`src/rtl/array_40_ctrl.sv`:
```
// -----------------------------------------------------------------------------
// array_40_ctrl
// Requester-side controller for a 512x152 single-port masked SRAM
// (8 mask segments of 19 bits, 1-cycle registered read).
// Arbitrates a write-request and a read-request channel onto the single RW0
// port and returns read data in order through a small response FIFO.
//
// Optional feature (macro ARRAY_40_CTRL_INIT_EN): after reset the controller
// sweeps the whole array writing zeros before accepting any requests.
//
// Ports:
//   clock, reset            sole clock (shared with SRAM), sync active-high reset
//   io_wreq_*               write request channel (valid/ready, addr, mask, data)
//   io_rreq_*               read request channel (valid/ready, addr)
//   io_rresp_*              read response channel (valid/ready, data)
//   io_busy                 read in flight, response buffered, or init sweep
//   RW0_*                   SRAM port (addr, en, wmode, wmask, wdata, rdata)
// -----------------------------------------------------------------------------
module array_40_ctrl #(
    parameter int ADDR_W     = 9,
    parameter int DATA_W     = 152,
    parameter int MASK_W     = 8,
    parameter int RESP_DEPTH = 3
) (
    input  logic              clock,
    input  logic              reset,
    input  logic              io_wreq_valid,
    output logic              io_wreq_ready,
    input  logic [ADDR_W-1:0] io_wreq_addr,
    input  logic [MASK_W-1:0] io_wreq_mask,
    input  logic [DATA_W-1:0] io_wreq_data,
    input  logic              io_rreq_valid,
    output logic              io_rreq_ready,
    input  logic [ADDR_W-1:0] io_rreq_addr,
    output logic              io_rresp_valid,
    input  logic              io_rresp_ready,
    output logic [DATA_W-1:0] io_rresp_data,
    output logic              io_busy,
    output logic [ADDR_W-1:0] RW0_addr,
    output logic              RW0_en,
    output logic              RW0_wmode,
    output logic [MASK_W-1:0] RW0_wmask,
    output logic [DATA_W-1:0] RW0_wdata,
    input  logic [DATA_W-1:0] RW0_rdata
);

    localparam int CNT_W = $clog2(RESP_DEPTH + 1);
    localparam int PTR_W = $clog2(RESP_DEPTH);

    function automatic logic [PTR_W-1:0] ptr_inc(input logic [PTR_W-1:0] p);
        return (p == PTR_W'(RESP_DEPTH - 1)) ? '0 : p + PTR_W'(1);
    endfunction

    logic              r_inflight;
    logic              r_last_was_write;
    logic [CNT_W-1:0]  r_count;
    logic [PTR_W-1:0]  r_rd_ptr;
    logic [PTR_W-1:0]  r_wr_ptr;
    logic [DATA_W-1:0] r_buf [RESP_DEPTH];

    logic              w_run;
    logic              w_init;
    logic [CNT_W:0]    w_outstanding;
    logic              w_rd_elig;
    logic              w_wv;
    logic              w_rv;
    logic              w_grant_w;
    logic              w_grant_r;
    logic              w_push;
    logic              w_pop;

`ifdef ARRAY_40_CTRL_INIT_EN
    typedef enum logic {ST_INIT, ST_RUN} state_t;
    state_t            r_state;
    state_t            w_state_nxt;
    logic [ADDR_W-1:0] r_init_addr;

    always_ff @(posedge clock) begin
        if (reset) begin
            r_state     <= ST_INIT;
            r_init_addr <= '0;
        end else begin
            r_state <= w_state_nxt;
            if (r_state == ST_INIT) r_init_addr <= r_init_addr + ADDR_W'(1);
        end
    end

    always_comb begin
        w_state_nxt = r_state;
        if (r_state == ST_INIT && r_init_addr == '1) w_state_nxt = ST_RUN;
    end

    assign w_run  = !reset && (r_state == ST_RUN);
    assign w_init = !reset && (r_state == ST_INIT);
    assign io_busy = reset || (r_state == ST_INIT) || r_inflight || (r_count != '0);
`else
    assign w_run   = !reset;
    assign w_init  = 1'b0;
    assign io_busy = !reset && (r_inflight || (r_count != '0));
`endif

    // A read only goes out when its response is guaranteed a buffer slot;
    // the credit uses registered state only, so rresp_ready never reaches rreq_ready.
    assign w_outstanding = {1'b0, r_count} + (CNT_W + 1)'(r_inflight);
    assign w_rd_elig     = w_outstanding < (CNT_W + 1)'(RESP_DEPTH);

    assign w_wv = w_run && io_wreq_valid;
    assign w_rv = w_run && io_rreq_valid && w_rd_elig;

    // Contested cycles alternate; uncontested grants leave the history alone.
    assign w_grant_r = w_rv && (!w_wv || r_last_was_write);
    assign w_grant_w = w_wv && !w_grant_r;

    assign io_wreq_ready = w_grant_w;
    assign io_rreq_ready = w_grant_r;

    always_comb begin
        RW0_en    = 1'b0;
        RW0_wmode = 1'b0;
        RW0_addr  = '0;
        RW0_wmask = '0;
        RW0_wdata = '0;
        if (w_init) begin
`ifdef ARRAY_40_CTRL_INIT_EN
            RW0_addr = r_init_addr;
`endif
            RW0_en    = 1'b1;
            RW0_wmode = 1'b1;
            RW0_wmask = '1;
        end else if (w_grant_w) begin
            RW0_en    = 1'b1;
            RW0_wmode = 1'b1;
            RW0_addr  = io_wreq_addr;
            RW0_wmask = io_wreq_mask;
            RW0_wdata = io_wreq_data;
        end else if (w_grant_r) begin
            RW0_en   = 1'b1;
            RW0_addr = io_rreq_addr;
        end
    end

    // Response FIFO: SRAM data arrives the cycle after the read grant.
    assign w_push         = r_inflight;
    assign io_rresp_valid = !reset && (r_count != '0);
    assign w_pop          = io_rresp_valid && io_rresp_ready;
    assign io_rresp_data  = r_buf[r_rd_ptr];

    always_ff @(posedge clock) begin
        if (reset) begin
            r_inflight       <= 1'b0;
            r_last_was_write <= 1'b0;
            r_count          <= '0;
            r_rd_ptr         <= '0;
            r_wr_ptr         <= '0;
        end else begin
            r_inflight <= w_grant_r;
            if (w_wv && w_rv) r_last_was_write <= w_grant_w;
            if (w_push) r_wr_ptr <= ptr_inc(r_wr_ptr);
            if (w_pop)  r_rd_ptr <= ptr_inc(r_rd_ptr);
            case ({w_push, w_pop})
                2'b10:   r_count <= r_count + CNT_W'(1);
                2'b01:   r_count <= r_count - CNT_W'(1);
                default: r_count <= r_count;
            endcase
        end
    end

    always_ff @(posedge clock) begin
        if (w_push) r_buf[r_wr_ptr] <= RW0_rdata;
    end

endmodule

```
`config.mk`:
```
export PLATFORM = sky130hd
export DESIGN_NAME = array_40_ctrl
export DESIGN_NICKNAME = d
export VERILOG_FILES = /design/src/rtl/array_40_ctrl.sv
export SDC_FILE = /design/constraint.sdc
export NUM_CORES = 1
export LEC_CHECK = 0
export ABC_AREA = 1
export ABC_CLOCK_PERIOD_IN_PS = 26600
export BUFFER_PORTS_ARGS = -buffer_cell sky130_fd_sc_hd__clkbuf_2
export CAP_MARGIN = 20
export CORE_AREA = 5 5 251 253
export CTS_CLUSTER_DIAMETER = 50
export CTS_CLUSTER_SIZE = 14
export DETAILED_ROUTE_END_ITERATION = 12
export DIE_AREA = 0 0 256 258
export GPL_TIMING_DRIVEN = 0
export PLACE_DENSITY_LB_ADDON = 0.3
export SLEW_MARGIN = 40
export SYNTH_ARGS = -nofsm -noshare
export SYNTH_HDL_FRONTEND = slang
export SYNTH_SLANG_ARGS = --single-unit
```
`constraint.sdc`:
```
create_clock -name clock -period 26.6 [get_ports clock]
set_clock_uncertainty 0.15 [all_clocks]
set_input_delay 3.99 -clock clock [delete_from_list [all_inputs] [get_ports clock]]
set_output_delay 3.99 -clock clock [all_outputs]
set_load 0.1 [all_outputs]
```
Word level (Yosys, flattened, before mapping)

Memory sizes are Yosys's and may differ from the RTL's. A register that Yosys moved wholly into a read port is not among the register bits.
Index checks and enable logic that the tools add are counted.

Add/sub/neg operators: 5
$lt $le $gt $ge: 1
Equality and inequality tests: 4
Multiplexer cells: 14
Reductions and logical operators: 16

Operator list:

| cell                                                 | number |
|---|---|
| two-way mux 152 bit                                  | 1 |
| two-way mux 9 bit                                    | 2 |
| logical AND 1 bit                                    | 9 |
| two-way mux 2 bit                                    | 4 |
| two-way mux 8 bit                                    | 1 |
| adder 2 x 1 -> 2 bit (second input constant)         | 3 |
| equality test 2 bit (second input constant)          | 3 |
| two-way mux 1 bit                                    | 5 |
| case mux 2 bit (2 select lines)                      | 1 |
| nonzero test 2 bit                                   | 2 |
| adder 2 x 1 -> 3 bit                                 | 1 |
| logical NOT 1 bit                                    | 3 |
| < comparator 3 x 2 -> 1 bit (second input constant)  | 1 |
| equality test 2 x 1 -> 1 bit (second input constant) | 1 |
| logical OR 1 bit                                     | 2 |
| subtractor 2 x 1 -> 2 bit (second input constant)    | 1 |

Flip-flop bits (word level): 8
Bits in writable memories: 456
Input port bits: 335
Output and inout bits: 327
Logic and storage cells: 46
Memories: 1

Memories:

| name  | words | width | read ports | clocked after Yosys merged registers in | wr ports | RTL line | RTL |
|---|---|---|---|---|---|---|---|
| r_buf | 3     | 152   | 1          | 1                                       | 1        | 59       | `logic [DATA_W-1:0] r_buf [RESP_DEPTH];` |

Longest topological paths before layout

Gate-level depths: netlist (run 1).

Depth in word-level cells: 8
Mapped depth: 9
Depth with buffers taken out: 8

Least setup slack after synthesis (run 1)

No wires, ideal clock.

Path kind: register -> register
Start: reg r_inflight
End: mem r_buf[2][0], enable pin
Library setup time: 851 ps
Data arrival time: 10,760 ps
Data required time: 25,599 ps
Setup slack: 14,839 ps
Stages on the path, launching flop included: 3
Path buffers: 0
Clock period less this slack: 11,761 ps
Cell sequence: dfxtp_1 inv_1 nor3_1

Longest elaborated chain between the ends: 2

Ends and longest elaborated chain:

| item                                    | RTL line | RTL |
|---|---|---|
| from (decl)                             | 54       | `logic r_inflight;` |
| from (signal assigned)                  | 156      | `r_inflight <= w_grant_r;` |
| two-way mux 1 bit                       | 169      | `if (w_push) r_buf[r_wr_ptr] <= RW0_rdata;` |
| two-way mux 1 bit (not written as such) | 169      |  |
| to (decl)                               | 59       |  |

No other way between the ends.

Final worst setup path (run 1)

Start: in reset
End: out RW0_wdata[68]

Longest elaborated chain between the ends: 8
Elaborated cells on any way between the ends: 10
Classes of those cells: mux: 1; reduce/logical: 9

Ends and longest elaborated chain:

| item                    | RTL line | RTL |
|---|---|---|
| from (decl)             | 26       | `input logic reset,` |
| logical NOT 1 bit (*)   | 97       | `assign w_run = !reset;` |
| logical AND 1 bit       | 107      | `assign w_wv = w_run && io_wreq_valid;` |
| logical NOT 1 bit       | 111      | `assign w_grant_r = w_rv && (!w_wv \|\| r_last_was_write);` |
| logical OR 1 bit        | 111      |  |
| logical AND 1 bit       | 111      |  |
| logical NOT 1 bit       | 112      | `assign w_grant_w = w_wv && !w_grant_r;` |
| logical AND 1 bit (*)   | 112      |  |
| two-way mux 152 bit (*) | 130      | `end else if (w_grant_w) begin` |
| to (decl)               | 43       | `output logic [DATA_W-1:0] RW0_wdata,` |

Every way passes the cells marked *; elsewhere a longest branch is shown, timed or not.

==> results of run 1 <==
-- registers in the layout, summed over array words and instances (netlist names), named ones only --
register	flops
r_count	2
r_wr_ptr	2
r_last_was_write	1
r_buf	456
r_inflight	1
r_rd_ptr	2
-- cell families (layout without fill, tap and decap cells) --
group,after synthesis,after routing,share of synthesized area [%]
AO/OA/AOI/OAI,312,312,8.37
other,0,6,0
buffers and inverters,264,1022,5.99
AND/OR/NAND/NOR,526,526,11.0
flip-flops,466,466,74.5
adder cells (fa/ha/maj),3,3,0.201
-- cell type report --
| class | instances | area share (%) |
|---|---|---|
| Timing Repair Buffer | 694 | 14.7 |
| Antenna cell | 6 | 0.0610 |
| Inverter | 178 | 2.77 |
| Sequential cell | 466 | 56.4 |
| Buffer | 86 | 1.82 |
| Tap cell | 790 | 4.02 |
| Multi-Input combinational cell | 841 | 14.8 |
| Clock buffer | 45 | 4.57 |
| Clock inverter | 19 | 0.788 |
-- cells in the mapped netlist, drive strengths merged, types with 2 or more instances --
master	instances	area, sq um
nand4	2	12.5
nand2	176	671
edfxtp	456	13700
nor3	2	10.0
dfxtp	10	200
buf	53	325
inv	178	668
nand3	24	125
ha	3	37.5
clkbuf	33	124
nor2	321	1220
a21oi	310	1550
-- how the worst min path moves through the flow --
stage | endpoint | slack (ps) | cells after the start
2_1_floorplan | r_wr_ptr[1]$_SDFFE_PP0P_ | 290 | 2
4_1_cts | r_wr_ptr[1]$_SDFFE_PP0P_ | 330 | 2
3_5_place_dp | r_wr_ptr[1]$_SDFFE_PP0P_ | 320 | 2
6_report | r_wr_ptr[1]$_SDFFE_PP0P_ | 330 | 2
5_1_grt | r_wr_ptr[1]$_SDFFE_PP0P_ | 350 | 2
3_3_place_gp | r_wr_ptr[1]$_SDFFE_PP0P_ | 300 | 2
-- power by group --
part           internal, mW  total, mW  switching, mW  leakage (nW)
combinational        0.0675      0.448          0.381          5.98
sequential            0.821      0.825        0.00353          4.21
clock                 0.328      0.594          0.266         0.645
-- metrics by stage --
step / utilization, % / cells
6_report: 40.5 / 3125
5_1_grt: 40.5 / 3121
4_1_cts: 40.5 / 3119
3_5_place_dp: 38.3 / 3055
3_3_place_gp: 37.8 / 3022
2_1_floorplan: - / 1571
-- per-layer routing --
metal	share of wire (%)	routed length (microns)	vias up
li1	-	-	6810
met1	40	30000	7043
met2	50	37700	493
met3	8.2	6210	76
met4	1.9	1430	10
met5	0.10	76	-
-- worst max-delay path: stages --
cell,delay (ps)
clkbuf_2,100
buf_2,210
nor2_8,260
nand2_4,130
buf_6,200
buf_6,160
nor2_1,410
clkbuf_2,560
==> results.py, run 1 <==
metrics = {
    "clock_tree": {
        "cts_tree": "yes",
        "post_cts_buffers": 0,
        "clk_pin_slew_ps": 60,
        "clockRootBuffer": "clkbuf_16",
        "clkLatencyLatePin_ps": 550,
        "clk_path_buf_depth": 3,
        "post_cts_resized": 0,
        "clock_sinks": 466,
        "h-tree-depth": 2,
        "cts_buffers": 45,
        "cts_hold_buf": 0,
    },
    "cells_and_area": {
        "area_delta_synth_final_pct": 31.9,
        "nFillCells": 5966,
        "multi_input_area_sq_um": 3650,
        "final_cell_area_sq_um": 24600,
        "regArea_sq_um": 13900,
        "final_nets": 2650,
        "final_cell_mix": "661 x clkbuf_2, 456 x edfxtp_1, 319 x nor2_1, 310 x a21oi_1",
        "final_common_cell": "clkbuf_2",
        "layout-drive-gt1-share_pct": 34.7,
    },
    "floorplanning": {
        "coreArea_sq_um": 60800,
        "die_width_microns": 256,
        "core.rowCount": 91,
        "dieArea_sq_um": 66000,
        "pin_count": 662,
        "start_util_pct": 30.7,
        "die_h_microns": 258,
    },
    "sta": {
        "slew_headroom_pct": 49.3,
        "setup_tns_ps": 0,
        "period_share_pct": 38.3,
        "setup_viol": 0,
        "final_hold_viol_count": 0,
        "fin_ws_ps": 16410,
        "maxSlewViolCount": 0,
        "fmax_mhz": 98.2,
        "worst_slew_pin_slew_ps": 761,
        "grt_setup_unrepaired": "false",
        "min_period_ps": 10190,
        "holdWs_ps": 333,
    },
    "power": {
        "power.total_mw": 1.87,
        "p_leak_nw": 10.8,
        "p_per_area_nw_per_um2": 75.8,
        "ir_worst_vdd_v": 0.0000544,
    },
    "critical_path": {
        "worstSetupPathType": "input pin to output pin",
        "worstPathArrival_ps": 6050,
        "timing.critical_path.required_ps": 22460,
        "worst-path-max-fanout": 10,
        "timing.rr.end": "r_buf[2][114]$_DFFE_PP_",
        "r2r_start": "r_inflight$_SDFF_PP0_",
        "critical_path.endpoint": "RW0_wdata[68]",
        "reg2regPathDepth": 10,
        "cp-end-kind": "output pin",
        "r2r_slack_ps": 23520,
        "crit_start": "reset",
        "start_kind": "input pin",
    },
    "global_route": {
        "grt_pass1_wl_mm": 105,
        "gr-max-usage-layer": "met2",
        "use_met3_pct": 7.09,
        "met1_usage_pct": 27.0,
        "met2_usage_pct": 37.9,
        "grt_start_max_net_pins": 69,
        "grt_overflow": 0,
        "antenna_found_initial": 18,
        "grt_pass1_vias": 14238,
        "grtUsageTotal_pct": 21.8,
    },
    "detailed_routing": {
        "firstDrtPassIters": 5,
        "viasPerCell": 4.62,
        "vias": 14432,
        "wl_mm": 75.4,
        "drtIter0Drc": 967,
        "ant_nets": 0,
        "detail_route.wl_per_cell_microns": 24.1,
        "drcViolationCount": 0,
    },
    "run_status": {
        "outcome": "complete, no violations",
    },
    "place": {
        "place.port_buffers": 661,
        "preCtsSetupSlack_ps": 16470,
        "dpl_cell_area_sq_um": 23300,
        "gp_congestion": 1.05,
        "hpwl_mm": 59.6,
    },
    "hold_path": {
        "min-delay-path-class": "flop to flop",
        "min_from": "r_wr_ptr[1]$_SDFFE_PP0P_",
    },
    "yosys": {
        "synth_cell_types": 24,
        "synth.avg_cell_area_sq_um": 11.9,
        "ys_warn_count": 0,
        "synth_edf_count": 456,
        "ys_seq_elements": 466,
        "synthFlopType": "edfxtp_1",
        "synth.yosys.seq_area_share_pct": 74.5,
        "async_reset_ff_share_pct": 0,
        "netlist_instances": 1571,
        "syn_nets": 1909,
        "netlist_area_sq_um": 18700,
    },
    "job": {
        "maxCapViolations": 0,
    },
}
(Power assumes the default switching activity.)
==> run 2: changes to the inputs <==
Settings changed: ABC_CLOCK_PERIOD_IN_PS 26600 to 8450, CORE_AREA 5 5 251 253 to 5 5 257 259, DIE_AREA 0 0 256 258 to 0 0 262 264.
Clock period 26.6 ns to 8.45 ns, I/O delays scaled along.
==> run 2 against run 1 <==
Net effect: wire length up 1.3%; die area up 4.7%; first-iteration DRC count increased by 12%; worst setup slack worse by 13000 ps; critical path type unchanged; largest power group unchanged; global-route usage shrank 0.96 points; utilization down 1.6 points; via count grew 0.22%; register-to-register slack got worse by 18000 ps; flip-flop and latch count unchanged; critical path depth is 1 lower.
==> results.py, run 2 (synthesis gave the netlist of run 1 again) <==
metrics = {
    "cells_and_area": {
        "final_nets": 2640,
        "regMostFlops": "r_buf",
        "largest_reg_flops": 456,
        "layout-drive-gt1-share_pct": 34.3,
        "area_delta_synth_final_pct": 32.8,
        "nFillCells": 6335,
        "final_common_cell": "clkbuf_2",
        "final_cell_mix": "661 x clkbuf_2, 456 x edfxtp_1, 319 x nor2_1, 310 x a21oi_1",
    },
    "critical_path": {
        "worstSetupPathType": "input pin to output pin",
        "worst-path-max-fanout": 10,
        "r2r_slack_ps": 5820,
        "worstPathArrival_ps": 3320,
        "cp-end-kind": "output pin",
        "start_kind": "input pin",
        "timing.critical_path.required_ps": 7030,
    },
    "sta": {
        "fmax_mhz": 211,
        "setup_tns_ps": 0,
        "min_period_ps": 4730,
        "setup_viol": 0,
        "grt_setup_unrepaired": "false",
        "worst_slew_pin_slew_ps": 837,
        "maxSlewViolCount": 0,
        "fin_ws_ps": 3720,
        "slew_headroom_pct": 44.2,
        "final_hold_viol_count": 0,
        "period_share_pct": 56.0,
    },
    "floorplanning": {
        "coreArea_sq_um": 63600,
        "dieArea_sq_um": 69200,
        "die_width_microns": 262,
        "die_h_microns": 264,
        "pin_count": 662,
        "start_util_pct": 29.3,
        "core.rowCount": 93,
    },
    "place": {
        "place.port_buffers": 661,
        "preCtsSetupSlack_ps": 3760,
        "gp_congestion": 1.14,
        "hpwl_mm": 60.5,
    },
    "clock_tree": {
        "cts_buffers": 44,
        "clk_pin_slew_ps": 60,
        "clkLatencyLatePin_ps": 560,
        "post_cts_buffers": 0,
        "clk_path_buf_depth": 3,
        "cts_hold_buf": 0,
        "clock_sinks": 466,
        "cts_tree": "yes",
        "post_cts_resized": 0,
        "h-tree-depth": 2,
        "clockRootBuffer": "clkbuf_16",
    },
    "power": {
        "p_leak_nw": 10.8,
        "power.total_mw": 5.87,
        "ir_worst_vdd_v": 0.000204,
        "p_per_area_nw_per_um2": 237,
    },
    "global_route": {
        "grt_pass1_vias": 14339,
        "grt_start_max_net_pins": 59,
        "gr-max-usage-layer": "met2",
        "use_met3_pct": 7.49,
        "grt_pass1_wl_mm": 103,
        "grt_overflow": 0,
        "antenna_found_initial": 12,
        "grtUsageTotal_pct": 20.9,
        "met1_usage_pct": 26.9,
        "met2_usage_pct": 33.4,
    },
    "detailed_routing": {
        "vias": 14464,
        "ant_nets": 0,
        "wl_mm": 76.4,
        "drtIter0Drc": 1083,
        "viasPerCell": 4.54,
        "detail_route.wl_per_cell_microns": 24.0,
        "firstDrtPassIters": 7,
        "drcViolationCount": 0,
    },
    "run_status": {
        "outcome": "complete, no violations",
    },
    "hold_path": {
        "min-delay-path-class": "flop to flop",
    },
    "job": {
        "maxCapViolations": 0,
    },
}
[run 2: cell types whose count changed in the layout (fill, tap and decap cells not counted), sizes merged]
cell,delta
clkinvlp,+1
clkbuf,+5
inv,-5
clkinv,+4
bufinv,-1
diode,+4
buf,-9
[run 2: final timing paths]
check / end / cells after the start / start
worst max-delay path: RW0_wmask[1] / 7 / reset
worst min-delay path: r_wr_ptr[1]$_SDFFE_PP0P_ / 2 / r_wr_ptr[1]$_SDFFE_PP0P_
worst max register to register: r_buf[2][140]$_DFFE_PP_ / 8 / r_inflight$_SDFF_PP0_
worst min register to register: r_wr_ptr[1]$_SDFFE_PP0P_ / 2 / r_wr_ptr[1]$_SDFFE_PP0P_
[run 2: layout make-up]
class	instances	area [sq um]	share of cell area [%]
Sequential cell	466	13900	56.1
Timing Repair Buffer	685	3680	14.9
Inverter	178	683	2.76
Tap cell	855	1070	4.32
Buffer	86	449	1.81
Clock buffer	50	1170	4.71
Antenna cell	10	25.0	0.101
Multi-Input combinational cell	841	3660	14.8
Clock inverter	18	150	0.606
[run 2: layer usage]
metal | share of wire [%] | vias to the layer above
met5 | 0.28 | -
met4 | 2.5 | 6
met3 | 10 | 82
met2 | 47 | 586
met1 | 40 | 6985
li1 | - | 6805
[run 2: through the flow]
| stage | hold WS [ps] | utilization [%] | instances | area (sq um) |
|---|---|---|---|---|
| 3_3_place_gp | 304 | 36.2 | 3087 | 23000 |
| 4_1_cts | 339 | 38.9 | 3179 | 24800 |
| 2_1_floorplan | 295 | - | 1571 | 18700 |
| 3_5_place_dp | 329 | 36.8 | 3111 | 23400 |
| 5_1_grt | 360 | 38.9 | 3182 | 24800 |
| 6_report | 333 | 38.9 | 3189 | 24800 |
[run 2: where the power goes]
part	leakage (nW)	total [mW]	internal [mW]	switching (mW)
clock	0.634	1.85	1.02	0.832
combinational	5.96	1.42	0.214	1.21
sequential	4.21	2.60	2.59	0.0114
total	10.8	5.87	3.82	2.05
[run 2: critical path, cell delays in order]
cell and delay, ps:
clkbuf_2 100, buf_2 210, nor2_8 230, nand2_4 130
buf_2 210, nor2_1 530, clkbuf_2 600
